**src/rtl/seq_gen_10010_if.sv**
```systemverilog
// Load handshake and serial output bundle for seq_gen_10010.
// The transmitter uses the slave modport; the driver/checker side uses the master modport.
interface seq_gen_10010_if #(
  parameter int unsigned DW = 24
);
  logic [DW-1:0] load_data;
  logic          load_valid;
  logic          load_ready;
  logic          mode_loop;
  logic          stop;
  logic          dout;
  logic          dout_valid;
  logic          busy;
  logic          frame_done;
  logic          exp_hit;
  logic [7:0]    hit_cnt;

  modport slave (
    input  load_data, load_valid, mode_loop, stop,
    output load_ready, dout, dout_valid, busy, frame_done, exp_hit, hit_cnt
  );

  modport master (
    output load_data, load_valid, mode_loop, stop,
    input  load_ready, dout, dout_valid, busy, frame_done, exp_hit, hit_cnt
  );
endinterface

```
**src/rtl/seq_gen_10010.sv**
```systemverilog
// Serial MSB-first frame transmitter with single/loop modes and a golden
// PAT matcher on its own output stream (exp_hit / hit_cnt).
module seq_gen_10010 #(
  parameter int unsigned     DW   = 24,
  parameter int unsigned     PLEN = 5,
  parameter logic [PLEN-1:0] PAT  = 5'b10010
) (
  input  logic            clk,
  input  logic            rst,
  seq_gen_10010_if.slave  bus
);

  localparam int unsigned CW = (DW > 1) ? $clog2(DW) : 1;

  typedef enum logic {
    IDLE  = 1'b0,
    SHIFT = 1'b1
  } state_e;

  state_e          state_q;
  logic [DW-1:0]   shreg_q;
  logic [DW-1:0]   shreg_d;
  logic [CW-1:0]   bitcnt_q;
  logic [PLEN-2:0] hist_q;
  logic            loop_q;
  logic            stop_pend_q;
  logic            dout_q;
  logic            dout_valid_q;
  logic            frame_done_q;
  logic            exp_hit_q;
  logic [7:0]      hit_cnt_q;
  logic [7:0]      hit_cnt_d;

  logic            msb;
  logic [PLEN-1:0] window;
  logic            match;
  logic            last_bit;
  logic            keep_looping;

  // The matcher window includes the bit being emitted this edge, so exp_hit
  // lands in the same cycle as the completing dout bit.
  always_comb begin
    msb          = shreg_q[DW-1];
    shreg_d      = {shreg_q[DW-2:0], shreg_q[DW-1]};
    window       = {hist_q, msb};
    match        = (window == PAT);
    last_bit     = (bitcnt_q == CW'(DW - 1));
    keep_looping = loop_q & ~stop_pend_q & ~bus.stop;
    hit_cnt_d    = hit_cnt_q;
    if (match && (hit_cnt_q != 8'hFF)) begin
      hit_cnt_d = hit_cnt_q + 8'd1;
    end
  end

  always_ff @(posedge clk) begin
    if (rst) begin
      state_q      <= IDLE;
      shreg_q      <= '0;
      bitcnt_q     <= '0;
      hist_q       <= '0;
      loop_q       <= 1'b0;
      stop_pend_q  <= 1'b0;
      dout_q       <= 1'b0;
      dout_valid_q <= 1'b0;
      frame_done_q <= 1'b0;
      exp_hit_q    <= 1'b0;
      hit_cnt_q    <= '0;
    end else begin
      unique case (state_q)
        IDLE: begin
          dout_q       <= 1'b0;
          dout_valid_q <= 1'b0;
          exp_hit_q    <= 1'b0;
          frame_done_q <= 1'b0;
          if (bus.load_valid) begin
            shreg_q     <= bus.load_data;
            loop_q      <= bus.mode_loop;
            bitcnt_q    <= '0;
            hist_q      <= '0;
            hit_cnt_q   <= '0;
            stop_pend_q <= 1'b0;
            state_q     <= SHIFT;
          end
        end

        SHIFT: begin
          dout_q       <= msb;
          dout_valid_q <= 1'b1;
          shreg_q      <= shreg_d;
          hist_q       <= window[PLEN-2:0];
          bitcnt_q     <= bitcnt_q + CW'(1);
          exp_hit_q    <= match;
          hit_cnt_q    <= hit_cnt_d;
          frame_done_q <= last_bit;
          if (bus.stop) begin
            stop_pend_q <= 1'b1;
          end
          // hist is deliberately kept across a loop wrap so patterns spanning
          // the frame boundary are still counted.
          if (last_bit) begin
            if (keep_looping) begin
              bitcnt_q <= '0;
            end else begin
              state_q <= IDLE;
            end
          end
        end

        default: state_q <= IDLE;
      endcase
    end
  end

  assign bus.load_ready = (state_q == IDLE);
  assign bus.busy       = (state_q == SHIFT);
  assign bus.dout       = dout_q;
  assign bus.dout_valid = dout_valid_q;
  assign bus.frame_done = frame_done_q;
  assign bus.exp_hit    = exp_hit_q;
  assign bus.hit_cnt    = hit_cnt_q;

endmodule

```
**src/flat_wrapper.sv**
```systemverilog
// flat-port wrapper written by rule: the top's interface ports become plain ports
module seq_gen_10010_flat 
#(
  parameter int unsigned     DW   = 24,
  parameter int unsigned     PLEN = 5,
  parameter logic [PLEN-1:0] PAT  = 5'b10010
)
  (clk, rst, bus_load_data, bus_load_valid, bus_mode_loop, bus_stop, bus_load_ready, bus_dout, bus_dout_valid, bus_busy, bus_frame_done, bus_exp_hit, bus_hit_cnt);
  seq_gen_10010_if #(.DW(DW)) bus_i ();
  input  logic clk;
  input  logic rst;
  input wire logic [$bits(bus_i.load_data)-1:0] bus_load_data;
  input wire logic [$bits(bus_i.load_valid)-1:0] bus_load_valid;
  input wire logic [$bits(bus_i.mode_loop)-1:0] bus_mode_loop;
  input wire logic [$bits(bus_i.stop)-1:0] bus_stop;
  output wire logic [$bits(bus_i.load_ready)-1:0] bus_load_ready;
  output wire logic [$bits(bus_i.dout)-1:0] bus_dout;
  output wire logic [$bits(bus_i.dout_valid)-1:0] bus_dout_valid;
  output wire logic [$bits(bus_i.busy)-1:0] bus_busy;
  output wire logic [$bits(bus_i.frame_done)-1:0] bus_frame_done;
  output wire logic [$bits(bus_i.exp_hit)-1:0] bus_exp_hit;
  output wire logic [$bits(bus_i.hit_cnt)-1:0] bus_hit_cnt;
  assign bus_i.load_data = bus_load_data;
  assign bus_i.load_valid = bus_load_valid;
  assign bus_i.mode_loop = bus_mode_loop;
  assign bus_i.stop = bus_stop;
  assign bus_load_ready = bus_i.load_ready;
  assign bus_dout = bus_i.dout;
  assign bus_dout_valid = bus_i.dout_valid;
  assign bus_busy = bus_i.busy;
  assign bus_frame_done = bus_i.frame_done;
  assign bus_exp_hit = bus_i.exp_hit;
  assign bus_hit_cnt = bus_i.hit_cnt;
  seq_gen_10010 #(.DW(DW), .PLEN(PLEN), .PAT(PAT)) u_core (.clk(clk), .rst(rst), .bus(bus_i));
endmodule
```
**config.mk**
```make
export PLATFORM = sky130hd
export DESIGN_NAME = seq_gen_10010_flat
export DESIGN_NICKNAME = d
export VERILOG_FILES = /design/src/rtl/seq_gen_10010_if.sv /design/src/rtl/seq_gen_10010.sv /design/src/flat_wrapper.sv
export SDC_FILE = /design/constraint.sdc
export NUM_CORES = 1
export LEC_CHECK = 0
export ABC_AREA = 1
export BUFFER_PORTS_ARGS = -buffer_cell sky130_fd_sc_hd__clkbuf_2
export CAP_MARGIN = 5
export CORE_UTILIZATION = 55
export DETAILED_ROUTE_END_ITERATION = 16
export PLACE_DENSITY = 0.76
export SLEW_MARGIN = 20
export SYNTH_ARGS = -nofsm -noshare
export SYNTH_HDL_FRONTEND = slang
export SYNTH_SLANG_ARGS = --single-unit
```
**constraint.sdc**
```tcl
create_clock -name clk -period 3.65 [get_ports clk]
set_input_delay 0.365 -clock clk [delete_from_list [all_inputs] [get_ports clk]]
set_output_delay 0.365 -clock clk [all_outputs]
set_load 0.01 [all_outputs]
```
==> metrics.md, run 1 <==
| Metric | Value |
|---|---|
| Via count of the first global-routing pass | roughly 1.7k |
| Leakage power | roughly 1.3 nW |
| WL/cell | 10.9 um |
| Ys flop type | dfxtp_1 |
| Placed cell count | roughly 390 |
| Finish-stage setup viols | 0 |
| Total Power | around 0.99 mW |
| Placed inst area | 0.00239 mm^2 |
| Clock Sink Count | 48 |
| WL final | between 4000 and 5000 um |
| Final HPWL DP | 3000 um |
| CP Data Arrival Time | 1.47 ns |
| Routability cong. | a little under 0.8 |
| M3 GR Usage | 0.0651 |
| Pwr Density | approximately 400 mW/mm^2 |
| Synth Register Bits | 48 |
| Chip Width | approximately 65 um |
| Register-to-register setup slack | approximately 1.9 ns |
| Final Instance Area | between 0.002 and 0.0025 mm^2 |
| Total gr overflow | 0 |
| Largest net degree at the start of global routing | 34 |
| H-tree depth | 2 |
| Ratio of cells with drive above 1 in the final layout | 0.170 |
| Final net count | 382 |
| MaxCap Viol Count | 0 |
| First-pass GRT wire length | between 7000 and 8000 um |
| Crit path kind | reg -> out |
| Fin crit share | 0.502 |
| Final Max Slew Viols | 0 |
| Minimum clock period | around 1.8 ns |
| Number of enable flip-flop cells after synthesis | 0 |
| CTS Buffer Depth | 2 |
| Library cells used by synthesis | 26 |
| Iteration-0 DRC Markers | between 150 and 200 |
| Row Count | 22 |
| Syn Area/Cell | slightly below 7 um^2 |
| Post-CTS sizing | 0 |
| Met2 Track Usage GR | 0.380 |
| Post-route ant nets | 0 |
| YS warnings | 0 |
| Port Buffer Count | between 40 and 50 |
| Total die area | approximately 0.0042 mm^2 |
| Boundary Pins | 43 |
| Clock root buffer master | clkbuf_8 |
| Core area | 0.00372 mm^2 |
| DRC violations left | 0 |
| CP Capture Type | output port |
| DR pass1 iterations | 4 |
| Post-cts hold buffer count | 0 |
| Setup bufs post-CTS | 0 |
| Die H | 64.9 um |
| Synth-to-Final Area Change | 13.9% |
| Vias | roughly 2.0k |
| Max-slew headroom | 0.396 |
| Peak supply drop | roughly 0.00028 V |
| TritonCTS clock tree | yes |
| Worst skew pair latency | around 0.3 ns |
| GRT busiest layer | met2 |
| Status | finished clean |
| Worst-path clk slew | 0.08 ns |
| Netlist Area Pre-Place | around 0.0022 mm^2 |
| Clock skew | 0.00776 ns |
| RSZ-0062 raised after global routing | false |
| Max FO, Critical Path | 22 |
| ANT cells | 0 |
| Gr usage total | 0.233 |
| Fmax | between 500 and 600 MHz |
| Total CTS buffers | 5 |
| Asr flop ratio synth | 0 |
| Setup_tns | 0 ns |
| Final Non-Filler Cells | 400 |
| Hold WC Path Type | in -> reg |
| Net count after synthesis | 344 |
| Initial Util | 0.586 |
| Slew of the pin with the lowest slew margin | 0.905 ns |
| Startpoint types | register |
| Met1 Use GR | 0.281 |
| Worst EP required | 3.28 ns |
| Antenna violations before repair | 0 |
| Setup ws final | ~1.8 ns |
| Final hold viol count | 0 |
| Vias per cell | around 5.0 |
| Sequential area share after synthesis | 0.442 |
| Worst slack, placed | approximately 1.7 ns |
| Synth Instances | approximately 310 |
final cells by class:
cell class	instances	area, um^2
Clock buffer	6	82.6
Timing Repair Buffer	43	218
Multi-Input combinational cell	209	982
Sequential cell	48	961
Fill cell	339	1240
Tap cell	48	60.1
Inverter	44	165
Clock inverter	2	10.0
per-stage QoR:
stage	utilization	hold WS [ns]
CTS	0.667	0.303
detailed placement	0.642	0.454
finish	0.667	0.314
global route	0.667	0.338
global placement	0.642	0.445
floorplan	-	0.430
cell families (layout without fill, tap and decap cells):
kind of cell	after synthesis	in the layout	share of synthesized area
flip-flops	48	48	0.442
AND/OR/NAND/NOR	165	165	0.310
AO/OA/AOI/OAI	40	40	0.122
XOR/XNOR	2	2	0.00805
adder cells (fa/ha/maj)	2	2	0.0115
buffers and inverters	56	95	0.107
routing by layer:
metal,routed length (um),vias to the layer above
met1,1940,891
met2,2100,48
li1,-,1058
met4,81,0
met5,0,-
met3,229,6
cell usage after synthesis, drive strengths merged, types with 3 or more instances:
library cell,number,area (um^2)
a21oi,13,68.8
a22oi,17,128
buf,9,56.3
clkbuf,3,11.3
dfxtp,48,961
inv,44,165
nand2,125,477
nand3,16,80.1
nor2,19,88.8
o21ai,4,20.0
worst max-delay path, cell delays in order, from the launching register on:
cell	delay (ns)
dfxtp_1	0.54
buf_4	0.33
inv_2	0.14
clkbuf_2	0.15
worst paths after layout:
check / from / to / cells after the start
worst max register to register: u_core.bus.busy$_SDFF_PP0_ / u_core.shreg_q[4]$_SDFFE_PP0P_ / 8
worst min-delay path: bus_load_data[0] / u_core.shreg_q[0]$_SDFFE_PP0P_ / 3
worst max-delay path: u_core.bus.busy$_SDFF_PP0_ / bus_load_ready / 3
worst min register to register: u_core.loop_q$_SDFFE_PP0P_ / u_core.loop_q$_SDFFE_PP0P_ / 2
cell usage in the layout, fill, tap and decap left out:
master,synthesis,final
a32o_1,2,2
nand2_2,3,3
nand3_1,16,16
xor2_1,2,2
nor2_4,2,2
buf_4,2,1
nand4_1,2,2
a21oi_1,12,12
clkbuf_8,0,6
a21oi_2,1,1
dfxtp_1,48,48
nand2_1,122,122
a22oi_1,17,17
o21ai_0,4,4
nor2_1,16,16
nor2_2,1,1
a31oi_1,1,1
ha_1,2,2
or2_1,1,1
o21a_1,1,1
clkinv_2,0,2
o21bai_1,2,2
nor3_1,2,2
clkbuf_2,0,42
inv_1,42,42
inv_2,2,2
sequential cells by signal, summed over array words and instances (netlist names):
register	count
u_core.shreg_q	24
u_core.bus.hit_cnt	8
u_core.bitcnt_q	5
u_core.hist_q	4
u_core.bus.busy	1
u_core.bus.dout	1
u_core.bus.dout_valid	1
u_core.bus.exp_hit	1
u_core.bus.frame_done	1
u_core.loop_q	1
u_core.stop_pend_q	1
power by group:
part	switching, mW	internal (mW)
Clock	0.172	0.151
Combinational	0.0650	0.0392
Sequential	0.0142	0.545
Total	0.251	0.735
Power figures use the tool's default switching activity.
==> run 2, diff against run 1 <==
Settings changed: CORE_UTILIZATION 55 to 49, PLACE_DENSITY 0.76 to 0.71.
Clock period 3.65 ns to 1.6 ns, I/O delays scaled along.
==> run 2 against run 1 <==
Compared with the run above:
- clock skew shrank 0.0047 ns
- sequential share of layout area shrank 1.8 points
- utilization shrank 3.8 points
- clock-buffer cell count grew 1
- final area grew 5.2%
- highest routed layer unchanged
- worst hold slack lost 0.22 ns
- total power grew to 2.5 times the previous value
- first-iteration DRC count shrank 27%
- final cell count grew 2.8%
- register-to-register slack lost 1.7 ns
- global-route usage shrank 1.4 points
==> metrics.md, run 2 (synthesis gave the netlist of run 1 again) <==
| Metric | Value |
|---|---|
| CP Data Arrival Time | 1.64 ns (was 1.47 ns) |
| DR pass1 iterations | 4 (unchanged) |
| Clock Sink Count | 48 (unchanged) |
| Max stage delay on crit path | 0.34 ns (was 0.54 ns) |
| Setup_tns | 0 ns (unchanged) |
| Logic pwr share | 0.105 (was 0.106) |
| Post-route ant nets | 0 (unchanged) |
| Routability cong. | 0.838 (was 0.787) |
| Gr usage total | 0.220 (was 0.233) |
| Total Power | 2.49 mW (was 0.987 mW) |
| Vias per cell | 4.96 (was 5.01) |
| Worst-path clk slew | 0.09 ns (was 0.08 ns) |
| Core area | 0.00414 mm^2 (was 0.00372 mm^2) |
| Final Instance Area | 0.00261 mm^2 (was 0.00248 mm^2) |
| RSZ-0062 raised after global routing | false (unchanged) |
| Critical path cell sequence | ha_1 > nand2_1 > inv_1 > nand3_1 > nor2_1 > nor2_1 > nand2_1 > a21oi_1 (was buf_4 > inv_2 > clkbuf_2) |
| Top reg by flops | u_core.shreg_q (unchanged) |
| Clock skew | 0.00303 ns (was 0.00776 ns) |
| Placed inst area | 0.00247 mm^2 (was 0.00239 mm^2) |
| Final hold viol count | 0 (unchanged) |
| Crit path kind | reg -> reg (was reg -> out) |
| Final HPWL DP | 3060 um (was 3000 um) |
| Clock root buffer master | clkbuf_8 (unchanged) |
| Register-to-register setup slack | 0.20 ns (was 1.86 ns) |
| Worst skew pair latency | 0.30 ns (about the same) |
| Ratio of cells with drive above 1 in the final layout | 0.205 (was 0.170) |
| Minimum clock period | between 1 and 1.5 ns |
| Leakage power | 1.41 nW (was 1.35 nW) |
| WP buf/inv | 1 (was 3) |
| Final Max Slew Viols | 0 (unchanged) |
| Sequential share of power | 0.511 (was 0.567) |
| First-pass GRT wire length | 7620 um (was 7450 um) |
| TritonCTS clock tree | yes (unchanged) |
| Chip Width | 68.6 um (was 64.9 um) |
| Hold WC Path Type | in -> reg (unchanged) |
| Fmax | around 700 MHz |
| Initial Util | 0.525 (was 0.586) |
| Largest net degree at the start of global routing | 34 (unchanged) |
| Hold Crit Start | bus_load_data[0] (unchanged) |
| Max-slew headroom | 0.662 (was 0.396) |
| Critical R2R Capture | u_core.bitcnt_q[4]$_SDFFE_PP0P_ (was u_core.shreg_q[4]$_SDFFE_PP0P_) |
| Highest-delay cell along the critical path | dfxtp_1 (unchanged) |
| Net Switching | 0.593 mW (was 0.251 mW) |
| Vias | 2039 (was 2003) |
| R2R cell count | 8 (unchanged) |
| Pwr Density | 957 mW/mm^2 (was 398 mW/mm^2) |
| CP Capture Type | register (was output port) |
| Fin crit share | 0.874 |
| Status | finished clean (unchanged) |
| Via count of the first global-routing pass | 1831 (was 1739) |
| Slew of the pin with the lowest slew margin | 0.507 ns (was 0.905 ns) |
| Antenna violations before repair | 0 (unchanged) |
| WL/cell | 10.9 um (about the same) |
| Startpoint types | register (unchanged) |
| Hold Path Depth | 3 (unchanged) |
| Die H | 68.6 um (was 64.9 um) |
| Sw Share | 0.238 (was 0.255) |
| Peak supply drop | 0.000569 V (was 0.000280 V) |
| Setup bufs post-CTS | 0 (unchanged) |
| MaxCap Viol Count | 0 (unchanged) |
| Synth-to-Final Area Change | 19.8% (was 13.9%) |
| Worst EP required | 1.84 ns (was 3.28 ns) |
| Crit path max-delay family | simple AND/OR/NAND/NOR gates (was buffers and inverters) |
| CTS Buffer Depth | 2 (unchanged) |
| Internal power | 1.90 mW (was 0.735 mW) |
| ANT cells | 0 (unchanged) |
| DRC violations left | 0 (unchanged) |
| Boundary Pins | 43 (unchanged) |
| Iteration-0 DRC Markers | 123 (was 169) |
| Final net count | 391 (was 382) |
| R2r startpoint | u_core.bitcnt_q[0]$_SDFFE_PP0P_ (was u_core.bus.busy$_SDFF_PP0_) |
| Finish-stage setup viols | 0 (unchanged) |
| Most frequent cells in the layout | nand2_1 (121), dfxtp_1 (46), inv_1 (42), clkbuf_2 (42), a22oi_1 (17) (was nand2_1 (122), dfxtp_1 (48), inv_1 (42), clkbuf_2 (42), a22oi_1 (17)) |
| Row Count | 23 (was 22) |
| H-tree depth | 2 (unchanged) |
| Total gr overflow | 0 (unchanged) |
| Max FO, Critical Path | 4 (was 22) |
| Total die area | 0.00471 mm^2 (was 0.00421 mm^2) |
| WHS Endpoint | u_core.shreg_q[0]$_SDFFE_PP0P_ (unchanged) |
| Most common cell after layout, fill and taps aside | nand2_1 (unchanged) |
| WL final | 4460 um (was 4350 um) |
| Total CTS buffers | 5 (unchanged) |
| Max reg flops | 24 (unchanged) |
| Clock share of power | 0.384 (was 0.328) |
| Port Buffer Count | 42 (unchanged) |
[run 2: changes by cell type in the layout (fill, tap and decap cells not counted), sizes merged]
cell,change
bufinv,+1
clkbuf,+1
buf,+9
clkinv,-2
[run 2: layout make-up]
| type | instances | area, um^2 |
|---|---|---|
| fillers | 402 | 1540 |
| multi-input cells | 209 | 992 |
| flip-flops and latches | 48 | 963 |
| repair buffers | 52 | 298 |
| inverters | 44 | 165 |
| clock buffers | 7 | 96.3 |
| well taps | 50 | 62.6 |
| clock inverters | 1 | 30.0 |
[run 2: worst max path at each step]
stage	slack (ns)	depth (start not counted)	start	to
finish	0.20	8	u_core.bitcnt_q[0]$_SDFFE_PP0P_	u_core.bitcnt_q[4]$_SDFFE_PP0P_
global route	0.04	9	u_core.bus.hit_cnt[0]$_SDFFE_PP0P_	u_core.bus.hit_cnt[7]$_SDFFE_PP0P_
CTS	0.16	9	u_core.bus.hit_cnt[0]$_SDFFE_PP0P_	u_core.bus.hit_cnt[1]$_SDFFE_PP0P_
detailed placement	0.18	10	u_core.bus.hit_cnt[0]$_SDFFE_PP0P_	u_core.bus.hit_cnt[5]$_SDFFE_PP0P_
global placement	0.20	10	u_core.bus.hit_cnt[0]$_SDFFE_PP0P_	u_core.bus.hit_cnt[5]$_SDFFE_PP0P_
floorplan	0.25	10	u_core.bus.hit_cnt[0]$_SDFFE_PP0P_	u_core.bus.hit_cnt[5]$_SDFFE_PP0P_
[run 2: per-layer routing]
layer | vias up | share of wire | track usage
li1 | 1073 | - | -
met1 | 908 | 0.45 | 0.254
met2 | 50 | 0.48 | 0.380
met3 | 8 | 0.051 | 0.0658
met4 | 0 | 0.018 | 0.0781
met5 | - | 0 | 0
[run 2: tightest hold or removal path: stages]
cell and delay (ns):
clkbuf_2 0.08, nand2_1 0.05, a31oi_1 0.06
[run 2: power groups by stage]
| stage | registers [mW] | logic [mW] | clock network [mW] |
|---|---|---|---|
| 6_report | 1.27 | 0.263 | 0.958 |
| 3_5_place_dp | 1.30 | 0.262 | 0 |
| 2_1_floorplan | 1.30 | 0.174 | 0 |
| 3_3_place_gp | 1.30 | 0.258 | 0 |
| 5_1_grt | 1.28 | 0.301 | 1.03 |
| 4_1_cts | 1.27 | 0.263 | 0.976 |
[run 2: timing repair]
action                                  CTS  global route
endpoints found under the setup margin    0             5
gates resized for setup                   0             5
hold buffers                              0             0
[run 2: stage by stage]
stage	utilization	setup slack [ns]	hold slack (ns)	cells
after floorplan	-	0.249	0.238	313
after global placement	0.596	0.200	0.414	403
after detailed placement	0.596	0.177	0.414	403
after CTS	0.626	0.158	0.0914	411
after global routing	0.629	0.0362	0.112	411
final	0.629	0.202	0.0943	411
==> run 3, diff against run 2 <==
Settings changed: PLACE_DENSITY 0.71 to unset, PLACE_DENSITY_LB_ADDON set to 0.25.
==> run 3 against run 2 <==
Compared with the run above:
- combinational power shrank 3%
- global-route usage grew 0.23 points
- total power shrank 9.4%
- wire length grew 1.6%
- first-iteration DRC count grew 46%
- largest cell class unchanged
- largest power group unchanged
==> metrics.md, run 3 (synthesis gave the netlist of run 1 again) <==
| Metric | Value |
|---|---|
| Final Max Slew Viols | 0 (unchanged) |
| Worst slack, placed | 0.152 ns (was 0.177 ns) |
| Antenna violations before repair | 0 (unchanged) |
| Boundary Pins | 43 (unchanged) |
| Chip Width | 68.6 um (unchanged) |
| Row Count | 23 (unchanged) |
| Leakage power | 1.37 nW (was 1.41 nW) |
| Iteration-0 DRC Markers | 179 (was 123) |
| First-pass GRT wire length | 7700 um (was 7620 um) |
| Gr usage total | 0.222 (was 0.220) |
| Fin crit share | 0.894 (was 0.874) |
| Placed cell count | 398 (was 403) |
| CP Capture Type | output port (was register) |
| Die H | 68.6 um (unchanged) |
| Critical path cell sequence | buf_4 > clkbuf_2 (was ha_1 > nand2_1 > inv_1 > nand3_1 > nor2_1 > nor2_1 > nand2_1 > a21oi_1) |
| Placed inst area | 0.00243 mm^2 (was 0.00247 mm^2) |
| Worst skew pair latency | 0.30 ns (about the same) |
| WL final | 4540 um (was 4460 um) |
| Max reg flops | 24 (unchanged) |
| Hold WC Path Type | in -> reg (unchanged) |
| WL/cell | 11.2 um (was 10.9 um) |
| Status | finished clean (unchanged) |
| DRC violations left | 0 (unchanged) |
| Initial Util | 0.525 (unchanged) |
| H-tree depth | 2 (unchanged) |
| Clock Sink Count | 48 (unchanged) |
| Vias | 2049 (was 2039) |
| Total die area | 0.00471 mm^2 (unchanged) |
| Fmax | 699 MHz (was 715 MHz) |
| CTS Buffer Depth | 2 (unchanged) |
| Final HPWL DP | 3130 um (was 3060 um) |
| Max FO, Critical Path | 27 (was 4) |
| CP Data Arrival Time | 1.27 ns (was 1.64 ns) |
| Largest net degree at the start of global routing | 31 (was 34) |
| Port Buffer Count | 42 (unchanged) |
| Final hold viol count | 0 (unchanged) |
| Total CTS buffers | 5 (unchanged) |
| Post-route ant nets | 0 (unchanged) |
| Highest-delay cell along the critical path | dfxtp_1 (unchanged) |
| Top reg by flops | u_core.shreg_q (unchanged) |
| Fillers | 399 (was 402) |
| Worst EP required | 1.44 ns (was 1.84 ns) |
| Total gr overflow | 0 (unchanged) |
| Peak supply drop | 0.000465 V (was 0.000569 V) |
| Final Non-Filler Cells | 406 (was 411) |
| Final net count | 386 (was 391) |
| MaxCap Viol Count | 0 (unchanged) |
| Total Power | 2.26 mW (was 2.49 mW) |
| Post-layout util | 0.611 (was 0.629) |
| Most common cell after layout, fill and taps aside | nand2_1 (unchanged) |
| Clock root buffer master | clkbuf_8 (unchanged) |
| Slew of the pin with the lowest slew margin | 0.499 ns (was 0.507 ns) |
| Setup ws final | 0.169 ns (was 0.202 ns) |
| Vias per cell | 5.05 (was 4.96) |
| TritonCTS clock tree | yes (unchanged) |
| Core area | 0.00414 mm^2 (unchanged) |
| Post-cts hold buffer count | 0 (unchanged) |
| Most frequent cells in the layout | nand2_1 (121), dfxtp_1 (46), inv_1 (42), clkbuf_2 (42), a22oi_1 (17) (unchanged) |
| Ratio of cells with drive above 1 in the final layout | 0.185 (was 0.205) |
| WHS | 0.124 ns (was 0.0943 ns) |
| Startpoint types | register (unchanged) |
| Synth-to-Final Area Change | 16.4% (was 19.8%) |
| ANT cells | 0 (unchanged) |
| Final Instance Area | 0.00253 mm^2 (was 0.00261 mm^2) |
| DR pass1 iterations | 4 (unchanged) |
| Finish-stage setup viols | 0 (unchanged) |
| Max-slew headroom | 0.667 (was 0.662) |
| Minimum clock period | 1.43 ns (was 1.40 ns) |
| Clock skew | 0.0106 ns (was 0.00303 ns) |
| Worst-path clk slew | 0.08 ns (was 0.09 ns) |
| Via count of the first global-routing pass | 1854 (was 1831) |
| Pwr Density | 892 mW/mm^2 (was 957 mW/mm^2) |
| RSZ-0062 raised after global routing | false (unchanged) |
| Routability cong. | 0.828 (was 0.838) |
| Setup_tns | 0 ns (unchanged) |
| Crit path kind | reg -> out (was reg -> reg) |
| Max stage delay on crit path | 0.45 ns (was 0.34 ns) |
## run 3: cell types whose count changed in the layout (fill, tap and decap cells not counted), sizes merged
| cell | delta |
|---|---|
| clkbuf | +1 |
| buf | -5 |
| bufinv | -1 |
## run 3: routing by layer
metal / track usage / share of wire
met1: 0.263 / 0.46
met2: 0.387 / 0.48
met3: 0.0411 / 0.051
met4: 0.0964 / 0.014
met5: 0 / 0
## run 3: worst max-delay path: cells and delay by family (launching register included)
family | cells | cell delay [ns]
buf+inv | 2 | 0.52
flops | 1 | 0.45
## run 3: area by class of cell
| type | count | area [um^2] | area share |
|---|---|---|---|
| Tap cell | 50 | 62.6 | 0.0247 |
| Inverter | 44 | 168 | 0.0662 |
| Timing Repair Buffer | 47 | 260 | 0.103 |
| Multi-Input combinational cell | 209 | 990 | 0.391 |
| Clock buffer | 8 | 90.1 | 0.0356 |
| Sequential cell | 48 | 963 | 0.380 |
## run 3: path summary, 6_finish.rpt
path,from,endpoint,slack [ns],cells past startpoint
worst min-delay path,rst,u_core.bus.dout_valid$_SDFF_PP0_,0.12,2
worst min register to register,u_core.loop_q$_SDFFE_PP0P_,u_core.loop_q$_SDFFE_PP0P_,0.47,2
worst max register to register,u_core.bus.hit_cnt[0]$_SDFFE_PP0P_,u_core.bus.hit_cnt[1]$_SDFFE_PP0P_,0.17,9
worst max-delay path,u_core.bus.busy$_SDFF_PP0_,bus_busy,0.17,2
## run 3: power breakdown
part,internal [mW],switching [mW]
clock network,0.353,0.377
registers,1.24,0.0315
logic,0.100,0.156
## run 3: repair_timing
item                       4_1_cts  5_1_grt
resized for setup                0        6
setup buffers                    0        0
setup endpoints to repair        0        8
